[src/rtl/pr_ren2sch_q.sv]
// rtl/pr_ren2sch_q.sv - elastic rename-to-schedule queue with flush and tag-based selective squash
module pr_ren2sch_q #(
   parameter int DATA_W = 128,
   parameter int DEPTH  = 2,
   parameter int TAG_W  = 6
) (
   input  logic                         clk,
   input  logic                         rst,
   input  logic                         i_valid,
   output logic                         o_ready,
   input  logic [DATA_W-1:0]            i_data,
   input  logic [TAG_W-1:0]             i_tag,
   output logic                         o_valid,
   input  logic                         i_ready,
   output logic [DATA_W-1:0]            o_data,
   output logic [TAG_W-1:0]             o_tag,
   input  logic                         flush,
   input  logic                         squash_valid,
   input  logic [TAG_W-1:0]             squash_tag,
   input  logic [TAG_W-1:0]             rob_head,
   output logic [$clog2(DEPTH+1)-1:0]   count
);

   localparam int PW = $clog2(DEPTH);
   localparam int CW = $clog2(DEPTH+1);

   logic [DATA_W-1:0] data_q [DEPTH];
   logic [TAG_W-1:0]  tag_q  [DEPTH];
   logic [PW-1:0]     head_q, head_d;
   logic [PW-1:0]     tail_q, tail_d;
   logic [CW-1:0]     count_q, count_d;
   logic [CW-1:0]     keep;
   logic              push, pop, wr_en, younger_seen;
   logic [TAG_W-1:0]  branch_age, ent_age;
   logic [PW-1:0]     idx;

   // Handshake outputs depend only on registered occupancy.
   always_comb begin
      o_ready = (count_q < CW'(DEPTH));
      o_valid = (count_q != '0);
      push    = i_valid && o_ready;
      pop     = o_valid && i_ready;
   end

   assign o_data = data_q[head_q];
   assign o_tag  = tag_q[head_q];
   assign count  = count_q;

   // Ages are distances from the ROB head, so the compare survives tag wrap.
   always_comb begin
      keep         = '0;
      younger_seen = 1'b0;
      idx          = '0;
      ent_age      = '0;
      branch_age   = squash_tag - rob_head;
      for (int i = 0; i < DEPTH; i++) begin
         idx     = head_q + PW'(i);
         ent_age = tag_q[idx] - rob_head;
         if ((CW'(i) < count_q) && !younger_seen) begin
            if (ent_age > branch_age) begin
               younger_seen = 1'b1;
            end else begin
               keep = keep + CW'(1);
            end
         end
      end
   end

   always_comb begin
      head_d  = head_q;
      tail_d  = tail_q;
      count_d = count_q;
      wr_en   = 1'b0;
      if (flush) begin
         tail_d  = head_q;
         count_d = '0;
      end else if (squash_valid) begin
         // Squashed entries form a suffix; the same-cycle push is always younger.
         tail_d = head_q + PW'(keep);
         if (pop && (keep != '0)) begin
            head_d  = head_q + PW'(1);
            count_d = keep - CW'(1);
         end else begin
            count_d = keep;
         end
      end else begin
         wr_en = push;
         if (push) begin
            tail_d = tail_q + PW'(1);
         end
         if (pop) begin
            head_d = head_q + PW'(1);
         end
         case ({push, pop})
            2'b10:   count_d = count_q + CW'(1);
            2'b01:   count_d = count_q - CW'(1);
            default: count_d = count_q;
         endcase
      end
   end

   always_ff @(posedge clk or posedge rst) begin
      if (rst) begin
         head_q  <= '0;
         tail_q  <= '0;
         count_q <= '0;
         for (int i = 0; i < DEPTH; i++) begin
            data_q[i] <= '0;
            tag_q[i]  <= '0;
         end
      end else begin
         head_q  <= head_d;
         tail_q  <= tail_d;
         count_q <= count_d;
         if (wr_en) begin
            data_q[tail_q] <= i_data;
            tag_q[tail_q]  <= i_tag;
         end
      end
   end

endmodule
[config.mk]
export PLATFORM = sky130hd
export DESIGN_NAME = pr_ren2sch_q
export DESIGN_NICKNAME = d
export VERILOG_FILES = /design/src/rtl/pr_ren2sch_q.sv
export SDC_FILE = /design/constraint.sdc
export NUM_CORES = 1
export LEC_CHECK = 0
export ABC_CLOCK_PERIOD_IN_PS = 10000
export BUFFER_PORTS_ARGS = -buffer_cell sky130_fd_sc_hd__buf_4
export CORE_ASPECT_RATIO = 0.9
export CORE_MARGIN = 5
export CORE_UTILIZATION = 25
export DETAILED_ROUTE_END_ITERATION = 7
export PLACE_DENSITY = 0.42
export SETUP_SLACK_MARGIN = 0.4
export SLEW_MARGIN = 15
export SYNTH_ARGS = -nofsm -noshare
export SYNTH_HDL_FRONTEND = slang
export SYNTH_SLANG_ARGS = --single-unit
[constraint.sdc]
create_clock -name clk -period 10 [get_ports clk]
set_input_delay 0 -clock clk [delete_from_list [all_inputs] [get_ports clk]]
set_output_delay 0 -clock clk [all_outputs]
set_load 0.005 [all_outputs]
# Word-level counts from Yosys, hierarchy flattened
# Index checks and enable logic that the tools add are counted.
[op_classes]
n_addsub = 10
mul = 0
n_div = 0
order_cmp = 9
n_eq_ne = 3
shifts = 0
muxes = 33
bitwise_logic = 4
n_reduce_logical = 12
[op_table]
columns = ["operator", "n"]
rows = [
  ["$mux W128", 4],
  ["$bwmux W256", 1],
  ["$demux W128 S1", 1],
  ["$mux W6", 7],
  ["$sub A6 B6 Y6", 3],
  ["$bwmux W12", 1],
  ["$gt A6 B6 Y1", 2],
  ["$mux W1", 12],
  ["$mux W2", 5],
  ["$demux W6 S1", 1],
  ["$ge A2 B2 Y1 const B", 3],
  ["$not A1 Y2", 3],
  ["$reduce_bool A2 Y1", 3],
  ["$logic_and A1 B1 Y1", 5],
  ["$add A2 B1 Y2 const B", 2],
  ["$lt A1 B2 Y1 const A", 2],
  ["$pmux W2 S2", 1],
  ["$reduce_bool A4 Y1", 1],
  ["$sub A2 B1 Y2 const B", 2],
  ["$reduce_and A3 Y1", 1],
  ["$reduce_bool A3 Y1", 1],
  ["$add A1 B1 Y1 const B", 2],
  ["$eq A2 B1 Y1 const B", 1],
  ["$eq A2 B2 Y1 const B", 1],
  ["6 further kinds", 6],
]
[totals]
register_bits = 272
latch_bits = 0
ram_bits = 0
mem_bits_ro = 0
inputBits = 152
output_inout_bits = 138
word_cells = 78
memories = 0

# Longest topological paths before layout
# Gate-level depths: netlist of the first run.
[depth]
ltp_word = 16
depth_mapped = 23

# Worst setup path after synthesis of the first run
# OpenSTA, ideal clock, no wires.
[synth_path]
path_type = "reg-to-reg"
from = "register head_q"
to = "register count_q[0], in the netlist count[0]"
setup_ns = 0.069
arrival_ns = 4.324
slack_ns = 5.608
stages_incl_launch_ff = 23
period_less_slack_ns = 4.392
path_cell_list = "dfrtp_1 > clkbuf_1 > clkbuf_1 > mux2i_1 > ha_1 > inv_1 > fa_1 > a21o_1 > a21oi_1 > xnor2_1 > ha_1 > nand4_1 > a21oi_1 > nor2_1 > nor2_1 > nor2_1 > ha_1 > mux2_2 > o21ai_0 > ha_1 > nor2_1 > a2111o_1 > nand3_1"
[synth_via]
elab_chain_len = 16
elab_cells_between_ends = 28
classes_between = "add/sub: 5; order compare: 2; mux: 15; bitwise: 2; reduce/logical: 4"
[synth_rtl]
columns = ["element", "line_no", "text"]
rows = [
  ["start: declaration", "29", "logic [PW-1:0] head_q, head_d;"],
  ["start signal: assignment", "104", "head_q <= '0;"],
  ["start signal: assignment", "112", "head_q <= head_d;"],
  ["$not A1 Y2 (implied by the code)", "58", "ent_age = tag_q[idx] - rob_head;"],
  ["$mux W6 (implied by the code) (3 in a row)", "58", ""],
  ["$sub A6 B6 Y6", "58", ""],
  ["$gt A6 B6 Y1", "60", "if (ent_age > branch_age) begin"],
  ["$mux W1", "60", ""],
  ["$mux W1", "59", "if ((CW'(i) < count_q) && !younger_seen) begin"],
  ["$add A2 B1 Y2 / $logic_not A1 Y1 (equally long branches)", "63, 59", ""],
  ["$mux W2 / $logic_and A1 B1 Y1 (equally long branches)", "60, 59", ""],
  ["$mux W2 *", "59", ""],
  ["branches (longest 2 deep; another with $sub A2 B1 Y2)", "n/a", ""],
  ["$mux W2 *", "80", "if (pop && (keep != '0)) begin"],
  ["$mux W2 *", "77", "end else if (squash_valid) begin"],
  ["$mux W2 *", "74", "if (flush) begin"],
  ["end signal: assignment", "114", "count_q <= count_d;"],
  ["end: declaration", "31", "logic [CW-1:0] count_q, count_d;"],
]
# Every way passes the cells marked *. The select of a mux whose other input is x is not followed.
# A chain may end at the register's enable or synchronous reset.

# Worst setup path in the final report of the first run
[layout_path]
from = "register head_q"
to = "register count_q[1], in the netlist count[1]"
# Same word-level chain as after synthesis.

==> metrics.md, run 1 <==
| Metric | Value |
|---|---|
| Outcome | `finished, final reports clean` |
| Syn avg cell area | `approximately 15 sq um` |
| Gr ovfl total | `0` |
| Register area share after synthesis | `0.531` |
| First-pass GRT wire length | `about 56000 microns` |
| R2r setup slk | `around 3.9 ns` |
| Largest net degree at the start of global routing | `135` |
| Drt wl/cell | `between 15 and 20 microns` |
| CTS tree | `built` |
| P_int | `about 4000 uW` |
| Share of layout cells above drive strength 1 | `0.529` |
| Synthesis-stage register bit count | `272` |
| Top-area cell type share of the netlist area | `0.531` |
| CTS clock-pin slew for the worst setup and hold paths | `roughly 0.06 ns` |
| Post-CTS Resized | `0` |
| GRT Util Overall | `0.122` |
| Net Sw Power | `around 1800 uW` |
| Core area | `about 50000 sq um` |
| Final setup TNS | `0 ns` |
| Critical Path End | `count[1]` |
| Switching part of the total | `0.309` |
| CP endpoint kind | `flip-flop` |
| Post-synth cell types | `36` |
| Max Cap Viol | `0` |
| Clk pwr share | `0.224` |
| Required time of the worst setup path | `roughly 10 ns` |
| Root Buffer | `clkbuf_16` |
| Most frequent cells in the layout | `mux2_2 (346), buf_4 (297), dfrtp_1 (271), dlygate4sd3_1 (139), mux2_1 (60)` |
| Tmin final | `between 6 and 7 ns` |
| Relative slew slack | `0.316` |
| CP Class | `reg2reg` |
| Total power | `5780 uW` |
| Layout Skew | `roughly 0.0084 ns` |
| Area growth syn-to-layout | `42.3%` |
| Sequential group share of total power | `0.335` |
| Worst min path class | `in2reg` |
| Worst R2R Path Depth | `21` |
| Unrepaired setup endpoints after global routing | `false` |
| HPWL Detailed | `~23000 microns` |
| Worst-skew pair later-pin latency | `between 0.5 and 0.6 ns` |
| Crit share post-route | `0.607` |
| Leak | `between 0.008 and 0.009 uW` |
| Reg2reg end | `count[1]` |
| Drt drc | `0` |
| Die height | `approximately 220 microns` |
| Initial antenna violation count | `3` |
| Drt initial violations | `~280` |
| Via density | `4.29` |
| Largest cells by area after synthesis | `dfrtp_1 (53%), mux2_2 (30%), mux2_1 (5.3%)` |
| Die width | `about 250 microns` |
| Pre-CTS WS | `between 4 and 5 ns` |
| Post-Syn Area | `~13000 sq um` |
| CP Max Fanout | `between 40 and 50` |
| Number of setup buffers added after CTS | `0` |
| Worst setup startpoint | `head_q` |
| Reg2Reg Launch Point | `head_q` |
| CTS max path bufs | `3` |
| DP Area | `approximately 16000 sq um` |
| Effective utilization at floorplan | `0.254` |
| DRT Pass-1 Iters | `4` |
| Worst EP arrival | `around 6.5 ns` |
| CTS H-tree depth | `2` |
| Non-Filler Instances | `around 2000` |
| Commonest non-fill, non-tap cell in the layout | `mux2_2` |
| Fillers | `~5000` |
| Slew Viols, Final | `0` |
| Die ar. | `56000 sq um` |
| Peak VDD IR | `around 0.00012 V` |
| Critical path launch point type | `flip-flop` |
| Syn Nets | `between 1000 and 1500` |
| Row Count | `between 70 and 80` |
| CTS Buf Count | `36` |
| Area leader, netlist | `dfrtp_1` |
| Clk sinks | `roughly 270` |
| Reg area | `6810 sq um` |
| Worst slew pin tran | `a little over 1 ns` |
| Fin area | `18300 sq um` |
| Cells after synthesis | `just under 900` |
| Multi-input logic area | `about 5700 sq um` |
| Io pins | `just under 300` |
| Antenna-violating nets left | `0` |
| Final Hold Viols | `0` |
| Ys Warns | `0` |
| # setup viols final | `0` |
| Logic gate share of total power | `0.442` |
| Pwr/cell area | `between 300 and 400 nW/um^2` |
| Inst Count DP | `approximately 1800` |
| Peak Freq | `about 160 MHz` |
| Final WL | `~35000 microns` |
| Via count | `between 8000 and 9000` |
| Port buffer count | `289` |
| Vias in the first global route | `around 9600` |
| Worst Slack Setup Final | `between 3 and 4 ns` |
| Nets | `1491` |
| Final RePlAce weighted congestion | `between 0.7 and 0.8` |
==> logic make-up after synthesis <==
group           share of synthesized area
simple gates                       0.0157
fa+ha+maj                          0.0359
buf+inv                            0.0268
compound gates                     0.0197
flops                               0.531
mux                                 0.359
xor+xnor                           0.0127
==> cells in the mapped netlist <==
library cell	n
nor4_4	1
nand4b_1	1
dfrtp_1	272
buf_4	6
o2111ai_1	1
a211oi_1	1
fa_1	3
nand3b_1	1
ha_1	32
clkbuf_1	8
a2111o_1	2
buf_2	26
xor2_1	6
a21o_1	6
o211a_1	2
nand2_1	11
xnor3_1	1
or3b_2	1
nand3_1	1
nor2_1	8
a21oi_1	14
nor3_1	2
buf_6	6
mux2_2	346
xnor2_1	10
o21ai_0	10
mux2i_1	3
nand2b_1	4
nand4_1	4
o22ai_1	1
mux2_1	60
o21a_1	2
o31ai_1	1
inv_2	1
nor2b_1	3
inv_1	18
==> stage by stage <==
step / hold WS [ns] / util
finish: 0.0648 / 0.361
global route: 0.151 / 0.361
CTS: 0.0440 / 0.361
detailed placement: 0.232 / 0.310
global placement: 0.226 / 0.310
floorplan: 0.135 / -
==> worst min-delay path by stage <==
| stage | startpoint | end | slack [ns] | depth (start not counted) |
|---|---|---|---|---|
| finish | i_valid | tail_q | 0.06 | 5 |
| global route | i_valid | tail_q | 0.15 | 5 |
| CTS | i_valid | tail_q | 0.04 | 5 |
| detailed placement | i_data[9] | data_q[137] | 0.23 | 2 |
| global placement | i_data[10] | data_q[138] | 0.23 | 2 |
| floorplan | i_data[0] | data_q[128] | 0.13 | 1 |
==> what timing repair did <==
item	4_1_cts	5_1_grt
hold buffers	139	0
endpoints found under the hold margin	383	0
endpoints found under the setup margin	0	0
==> sequential cells by signal (all words and copies together), names as in the netlist <==
name,count
count,2
data_q,256
head_q,1
tag_q,12
tail_q,1
==> worst max-delay path: stages (launching register included) <==
cell and delay, ns:
dfrtp_4 0.83, buf_4 0.69, mux2_2 0.45, ha_1 0.30
a21o_1 0.17, a21oi_1 0.22, o21ai_0 0.14, xnor3_1 0.20
ha_1 0.32, nand2_1 0.06, o21ai_0 0.29, nor2_1 0.13
nor2_1 0.12, nor2_1 0.05, ha_1 0.28, mux2_2 0.28
o21ai_0 0.13, ha_1 0.28, o31ai_1 0.21, o21ai_0 0.11
a21oi_1 0.14, dlygate4sd3_1 0.55
==> power groups by stage <==
stage	Clock, uW	Combinational (uW)	Sequential [uW]
detailed placement	0	2560	1950
finish	1290	2550	1940
CTS	1340	2620	1940
global route	1390	2830	2010
global placement	0	2550	1950
floorplan	0	1550	1840
==> area by class of cell <==
class / instances / area share
Antenna cell: 3 / 0.000411
Clock buffer: 58 / 0.0611
Clock inverter: 7 / 0.00391
Inverter: 19 / 0.00432
Multi-Input combinational cell: 538 / 0.311
Sequential cell: 272 / 0.373
Tap cell: 680 / 0.0466
Timing Repair Buffer: 437 / 0.199
==> metal layers <==
layer  up-vias  track usage  wire, microns
met5         -            0              0
met4         0       0.0365            754
met3        53       0.0359           2010
met2       187        0.200          16400
met1      4379        0.159          15600
li1       4017            -              -
No activity file was read; power rests on OpenSTA's default activity.
==> run 2: changes to the inputs <==
Settings changed: ABC_CLOCK_PERIOD_IN_PS 10000 to 6200.
Clock period 10 ns to 6.2 ns, I/O delays scaled along.
==> run 2 against run 1 <==
Clock power increased by 45%. Combinational power is 64% higher. Critical endpoint unchanged. Power up 58%. Clock skew rose by 0.0091 ns.
==> metrics.md, run 2 (synthesis gave the netlist of run 1 again) <==
| Metric | Value |
|---|---|
| Outcome | `finished, final reports clean` |
| Slew Viols, Final | `0 (unchanged)` |
| CTS tree | `built` |
| Clk pwr share | `0.204 (-0.020)` |
| Initial antenna violation count | `3 (unchanged)` |
| First-pass GRT wire length | `55700 microns (+0.22%)` |
| Final setup TNS | `0 ns (unchanged)` |
| Worst min path class | `in2reg` |
| P_int | `6280 uW (+57%)` |
| Die ar. | `56000 sq um (unchanged)` |
| Most frequent cells in the layout | `mux2_2 (346), buf_4 (298), dfrtp_1 (271), dlygate4sd3_1 (144), mux2_1 (60)` |
| Antenna-violating nets left | `0 (unchanged)` |
| Final RePlAce weighted congestion | `0.715 (about the same)` |
| Layout Skew | `0.0175 ns (+0.00907 ns)` |
| Share of layout cells above drive strength 1 | `0.529 (about the same)` |
| CTS clock-pin slew for the worst setup and hold paths | `0.05 ns (about the same)` |
| GRT Util Overall | `0.122 (-0.000548)` |
| Final WL | `34500 microns (-0.96%)` |
| Largest net degree at the start of global routing | `143 (+5.9%)` |
| Drt initial violations | `212 (-24%)` |
| Post-CTS Resized | `0 (unchanged)` |
| Unrepaired setup endpoints after global routing | `false` |
| Pwr/cell area | `503 nW/um^2 (+59%)` |
| CP Max Fanout | `45 (-2.2%)` |
| Die height | `225 microns (unchanged)` |
| Max reg flops | `256 (unchanged)` |
| Die width | `249 microns (unchanged)` |
| Critical path launch point type | `flip-flop` |
| Drt wl/cell | `17.1 microns (-1.0%)` |
| Peak Freq | `195 MHz (+18%)` |
| Required time of the worst setup path | `6.65 ns (-3.82 ns)` |
| Worst EP arrival | `5.58 ns (-0.96 ns)` |
| Io pins | `290 (unchanged)` |
| Worst slew pin tran | `0.971 ns (-0.0555 ns)` |
| CTS max path bufs | `3 (unchanged)` |
| Relative slew slack | `0.353 (+0.0370)` |
| Area growth syn-to-layout | `41.7%` |
| Vias in the first global route | `9635 (+0.62%)` |
| DP Area | `15700 sq um (+0.15%)` |
| CP Class | `reg2reg` |
| Via count | `8553 (-0.96%)` |
| Peak VDD IR | `0.000242 V (+98%)` |
| Largest register by flop count | `data_q` |
| Drt drc | `0 (unchanged)` |
| Commonest non-fill, non-tap cell in the layout | `mux2_2` |
| Switching part of the total | `0.313 (+0.00403)` |
| CP endpoint kind | `flip-flop` |
| Leak | `0.00818 uW (-0.57%)` |
| Row Count | `78 (unchanged)` |
| Max Cap Viol | `0 (unchanged)` |
| Tmin final | `5.13 ns (-0.936 ns)` |
| Worst-skew pair later-pin latency | `0.52 ns (about the same)` |
| HPWL Detailed | `22600 microns (about the same)` |
| Gr ovfl total | `0 (unchanged)` |
| Nets | `1496 (+0.34%)` |
| Final Hold Viols | `0 (unchanged)` |
| Clk sinks | `272 (unchanged)` |
| DRT Pass-1 Iters | `4 (unchanged)` |
| Core area | `50600 sq um (unchanged)` |
| # setup viols final | `0 (unchanged)` |
| Final hold slack | `0.105 ns (+0.0401 ns)` |
| Sequential group share of total power | `0.337 (+0.002)` |
| Port buffer count | `289 (unchanged)` |
| Via density | `4.24 (-1.0%)` |
| CTS Buf Count | `34 (-5.6%)` |
| Crit share post-route | `0.828 (+0.221)` |
| Root Buffer | `clkbuf_16` |
| Net Sw Power | `2860 uW (+60%)` |
| Logic gate share of total power | `0.458 (+0.016)` |
| Effective utilization at floorplan | `0.254 (unchanged)` |
| Fin area | `18200 sq um (-0.41%)` |
| CTS H-tree depth | `2 (unchanged)` |
run 2: final timing paths:
path	start	end	slack, ns	depth (start not counted)
max	head_q	count[1]	1.07	19
min	i_valid	tail_q	0.10	5
max reg2reg	head_q	count[1]	1.07	19
min reg2reg	data_q[231]	data_q[231]	0.48	1
max in group asynchronous	rst	head_q	4.36	5
min in group asynchronous	rst	data_q[218]	0.36	4
run 2: worst max-delay path, cell delays in order (launching register included):
cell           delay, ns
dfrtp_4             0.61
buf_4               0.60
mux2_2              0.42
ha_1                0.32
a21o_1              0.19
a21oi_1             0.17
xnor2_1             0.14
ha_1                0.26
nand4_1             0.09
o22ai_1             0.08
a21o_1              0.18
ha_1                0.26
mux2_2              0.28
o21ai_0             0.13
ha_1                0.24
nor2_1              0.09
nor3_1              0.17
o21ai_0             0.13
a21oi_1             0.14
dlygate4sd3_1       0.55
run 2: cell type report:
cell class / instances / area (sq um)
Fill cell: 5023 / 32400
Sequential cell: 272 / 6810
Multi-Input combinational cell: 538 / 5680
Timing Repair Buffer: 444 / 3720
Clock buffer: 45 / 953
Tap cell: 680 / 851
Clock inverter: 14 / 83.8
Inverter: 19 / 75.1
Antenna cell: 3 / 7.51
run 2: metrics by stage:
step	setup slack (ns)	total power [uW]	instances	utilization
floorplan	1.81	5460	875	-
CTS	0.975	9340	2012	0.359
global route	0.672	9840	2014	0.360
detailed placement	1.50	7280	1809	0.310
finish	1.07	9140	2015	0.360
global placement	1.52	7260	1809	0.310
run 2: power by group through the flow:
stage | combinational [uW] | clock (uW) | sequential (uW)
detailed placement | 4170 | 0 | 3110
finish | 4190 | 1870 | 3080
CTS | 4300 | 1960 | 3090
global placement | 4160 | 0 | 3100
global route | 4620 | 2020 | 3200
floorplan | 2500 | 0 | 2960
run 2: repair_timing:
item / CTS / global route
endpoints found under the hold margin: 342 / 0
setup buffers: 0 / 0
hold buffers: 144 / 0
run 2: routing by layer:
metal	share of wire	up-vias	global-route usage	wire, microns
li1	-	4021	-	-
met1	0.44	4320	0.156	15300
met2	0.48	173	0.204	16600
met3	0.058	39	0.0353	2000
met4	0.017	0	0.0324	599
met5	0	-	0	0
==> run 3: changes to the inputs <==
Settings changed: ABC_AREA from default to 1, ABC_CLOCK_PERIOD_IN_PS 6200 to 5020.
Clock period 6.2 ns to 5.02 ns, I/O delays scaled along.
==> run 3 against run 2 <==
Die area is 6.4% higher. Clock-buffer cell count grew 11. Critical endpoint unchanged. Sequential power increased by 20%. Non-clock buffer count rose by 1. Final cell count is 36% higher. Global-route usage rose by 0.95 points. Largest cell class unchanged. Core utilization fell by 1.6 points.
==> metrics.md, run 3 <==
| Metric | Value |
|---|---|
| Outcome | `finished, final reports clean` |
| Final RePlAce weighted congestion | `0.734 (+2.8%)` |
| Fillers | `5713 (+14%)` |
| Most frequent cells in the layout | `nand2_1 (690), buf_4 (299), dfrtp_1 (271), inv_1 (171), o21ai_2 (142)` |
| Register area share after synthesis | `0.497 (-0.0334)` |
| Tmin final | `4.25 ns (-0.883 ns)` |
| Worst EP arrival | `4.68 ns (-0.90 ns)` |
| Top Usage Layer GRT | `met2` |
| Initial antenna violation count | `1 (-2)` |
| Simple-Gate Fraction of Synth Area | `0.207 (+0.191)` |
| Net Sw Power | `4190 uW (+46%)` |
| Row Count | `81 (+3.8%)` |
| Nets | `2197 (+47%)` |
| Post-Syn Area | `13700 sq um (+6.7%)` |
| Predominant post-synthesis flop cell | `dfrtp_1` |
| Slew Viols, Final | `0 (unchanged)` |
| Vias in the first global route | `11549 (+20%)` |
| Count leader, synth | `nand2_1` |
| Async set or reset register ratio after synthesis | `1.00 (unchanged)` |
| CTS tree | `built` |
| Final WL | `39500 microns (+14%)` |
| Worst setup startpoint | `head_q` |
| Synth Area in XOR/XNOR | `0.00960 (-0.00308)` |
| DP Area | `16200 sq um (+3.3%)` |
| Port buffer count | `289 (unchanged)` |
| Layout Skew | `0.0195 ns (+0.00199 ns)` |
| Slowest cell on crit path | `dfrtp_4` |
| Peak VDD IR | `0.000298 V (+23%)` |
| CP max stage delay | `0.48 ns (-0.13 ns)` |
| Via count | `11357 (+33%)` |
| Syn Nets | `1804 (+70%)` |
| Critical path launch point type | `flip-flop` |
| Drt initial violations | `676 (+220%)` |
| Worst R2R Path Depth | `29 (+10)` |
| First-pass GRT wire length | `63800 microns (+15%)` |
| GRT Util Overall | `0.131 (+0.00949)` |
| Share of layout cells above drive strength 1 | `0.255 (-0.273)` |
| Worst-skew pair later-pin latency | `0.52 ns (about the same)` |
| Clk sinks | `272 (unchanged)` |
| Mux cell area share after synthesis | `0.000731 (-0.358)` |
| Commonest non-fill, non-tap cell in the layout | `nand2_1` |
| Required time of the worst setup path | `5.45 ns (-1.20 ns)` |
| Reg2reg end | `count[1]` |
| Worst min path class | `in2async` |
| Relative slew slack | `0.354 (+0.00177)` |
| DRT Pass-1 Iters | `4 (unchanged)` |
| Worst slew pin tran | `0.969 ns (-0.00266 ns)` |
| Die height | `232 microns (+3.2%)` |
| CTS Buf Count | `35 (+2.9%)` |
| Post-synth cell types | `32 (-11%)` |
| Sequential group share of total power | `0.335 (-0.002)` |
| Largest cells by area after synthesis | `dfrtp_1 (50%), nand2_1 (19%), o21ai_2 (9.1%)` |
| Post-Synth Adder-Cell Area | `0.0336 (-0.00226)` |
| Syn avg cell area | `8.47 sq um (-42%)` |
| CTS clock-pin slew for the worst setup and hold paths | `0.05 ns (about the same)` |
| Leak | `0.00990 uW (+21%)` |
| Max Cap Viol | `0 (unchanged)` |
| Die ar. | `59500 sq um (+6.4%)` |
| Final setup TNS | `0 ns (unchanged)` |
| Die width | `257 microns (+3.2%)` |
| Effective utilization at floorplan | `0.252 (-0.00176)` |
| Logic gate share of total power | `0.454 (-0.004)` |
| N_diodes | `0 (-3)` |
| R2r setup slk | `0.77 ns (-0.30 ns)` |
| Area growth syn-to-layout | `36.5%` |
| Core area | `54300 sq um (+7.5%)` |
| Area leader, netlist | `dfrtp_1` |
| Unrepaired setup endpoints after global routing | `false` |
| Clk pwr share | `0.212 (+0.008)` |
| Synthesis-stage register bit count | `272 (unchanged)` |
| Switching part of the total | `0.377 (+0.0643)` |
| Root Buffer | `clkbuf_16` |
| HPWL Detailed | `25500 microns (+13%)` |
| Crit share post-route | `0.847 (+0.0188)` |
| Top-area cell type share of the netlist area | `0.497 (-0.0334)` |
| Ys Warns | `0 (unchanged)` |
| # setup viols final | `0 (unchanged)` |
| CP endpoint kind | `flip-flop` |
| Drt wl/cell | `14.4 microns (-16%)` |
| Largest family of logic cells by synthesized area | `simple AND/OR/NAND/NOR gates` |
| P_int | `6910 uW (+10%)` |
| Max reg flops | `256 (unchanged)` |
| Met2 Use GR | `0.212 (+0.00781)` |
| Global-route met1 utilization | `0.180 (+0.0241)` |
| Antenna-violating nets left | `0 (unchanged)` |
| Via density | `4.15 (-2.3%)` |
| Drt drc | `0 (unchanged)` |
| CTS H-tree depth | `2 (unchanged)` |
| Fin area | `18700 sq um (+2.8%)` |
| CP Class | `reg2reg` |
| Met3 usage | `0.0275 (-0.00780)` |
| Synth Area in Compound Gates | `0.152 (+0.132)` |
| Final Hold Viols | `0 (unchanged)` |
| CP Max Fanout | `14 (-69%)` |
| Largest register by flop count | `data_q` |
| Gr ovfl total | `0 (unchanged)` |
| Post-synth EDFFs | `0 (unchanged)` |
| Reg2Reg Launch Point | `head_q` |
| Top cell by count, worst path | `inv_1` |
| CTS max path bufs | `3 (unchanged)` |
| Cells after synthesis | `1617 (+85%)` |
| Final hold slack | `0.200 ns (+0.0955 ns)` |
| Peak Freq | `235 MHz (+21%)` |
| Io pins | `290 (unchanged)` |
| Pwr/cell area | `594 nW/um^2 (+18%)` |
| Synth cell count leaders | `nand2_1 (690), dfrtp_1 (272), inv_1 (172)` |
| Largest net degree at the start of global routing | `149 (+4.2%)` |
[run 3: changes by cell type after synthesis, sizes merged, moves of 7 or more]
cell    before  now
clkbuf       8   25
nand2       11  694
mux2       406    0
xnor2       10    3
inv         19  176
buf         38   64
nand3        1   17
o21ai       10  286
[run 3: repair_timing]
| item | 4_1_cts | 5_1_grt |
|---|---|---|
| resized for setup | 0 | 5 |
| endpoints found under the hold margin | 396 | 0 |
| hold buffers | 140 | 0 |
| setup buffers | 0 | 2 |
| setup endpoints to repair | 0 | 2 |
[run 3: worst max-delay path by stage]
stage,endpoint
4_1_cts,count[1]
2_1_floorplan,count[1]
6_report,count[1]
3_5_place_dp,count[1]
3_3_place_gp,count[1]
5_1_grt,count[1]
[run 3: power groups by stage]
stage	Combinational (uW)	Sequential (uW)	Clock, uW
after global placement	5010	3730	0
after floorplan	3030	3630	0
after detailed placement	5050	3750	0
after CTS	5150	3730	2470
after global routing	5730	3850	2540
final	5040	3710	2350
[run 3: critical path, delay by kind of cell (launching register included)]
| kind | cells | cell delay, ns |
|---|---|---|
| xor+xnor | 1 | 0.16 |
| simple gates | 12 | 1.20 |
| buf+inv | 6 | 0.37 |
| compound gates | 5 | 0.57 |
| fa+ha+maj | 5 | 1.40 |
| flops | 1 | 0.48 |
[run 3: kinds of logic after synthesis]
family | after synthesis
AND/OR/NAND/NOR | 724
flip-flops | 272
buffers and inverters | 265
adder cells (fa/ha/maj) | 35
multiplexers | 1
XOR/XNOR | 15
AO/OA/AOI/OAI | 305
[run 3: per-stage QoR]
| step | power [uW] | std cells | setup WS (ns) | util |
|---|---|---|---|---|
| 6_report | 11100 | 2738 | 0.770 | 0.344 |
| 5_1_grt | 12100 | 2738 | 0.409 | 0.344 |
| 4_1_cts | 11300 | 2736 | 0.601 | 0.344 |
| 3_5_place_dp | 8800 | 2536 | 0.623 | 0.298 |
| 3_3_place_gp | 8740 | 2536 | 0.632 | 0.298 |
| 2_1_floorplan | 6660 | 1617 | 0.926 | - |
[run 3: cell type report]
class                      instances  area, sq um  share of cell area
clock inverter                     4         23.8             0.00127
multi-input combinational       1080         5520               0.295
inverter                         176          667              0.0357
tap                              705          882              0.0472
clock buffer                      56         1030              0.0554
sequential                       272         6810               0.364
timing repair buffer             445         3760               0.201
[run 3: per-layer routing]
metal,vias up,share of wire
met1,5246,0.47
met2,245,0.46
met5,-,0.00033
met4,2,0.020
li1,5810,-
met3,54,0.053
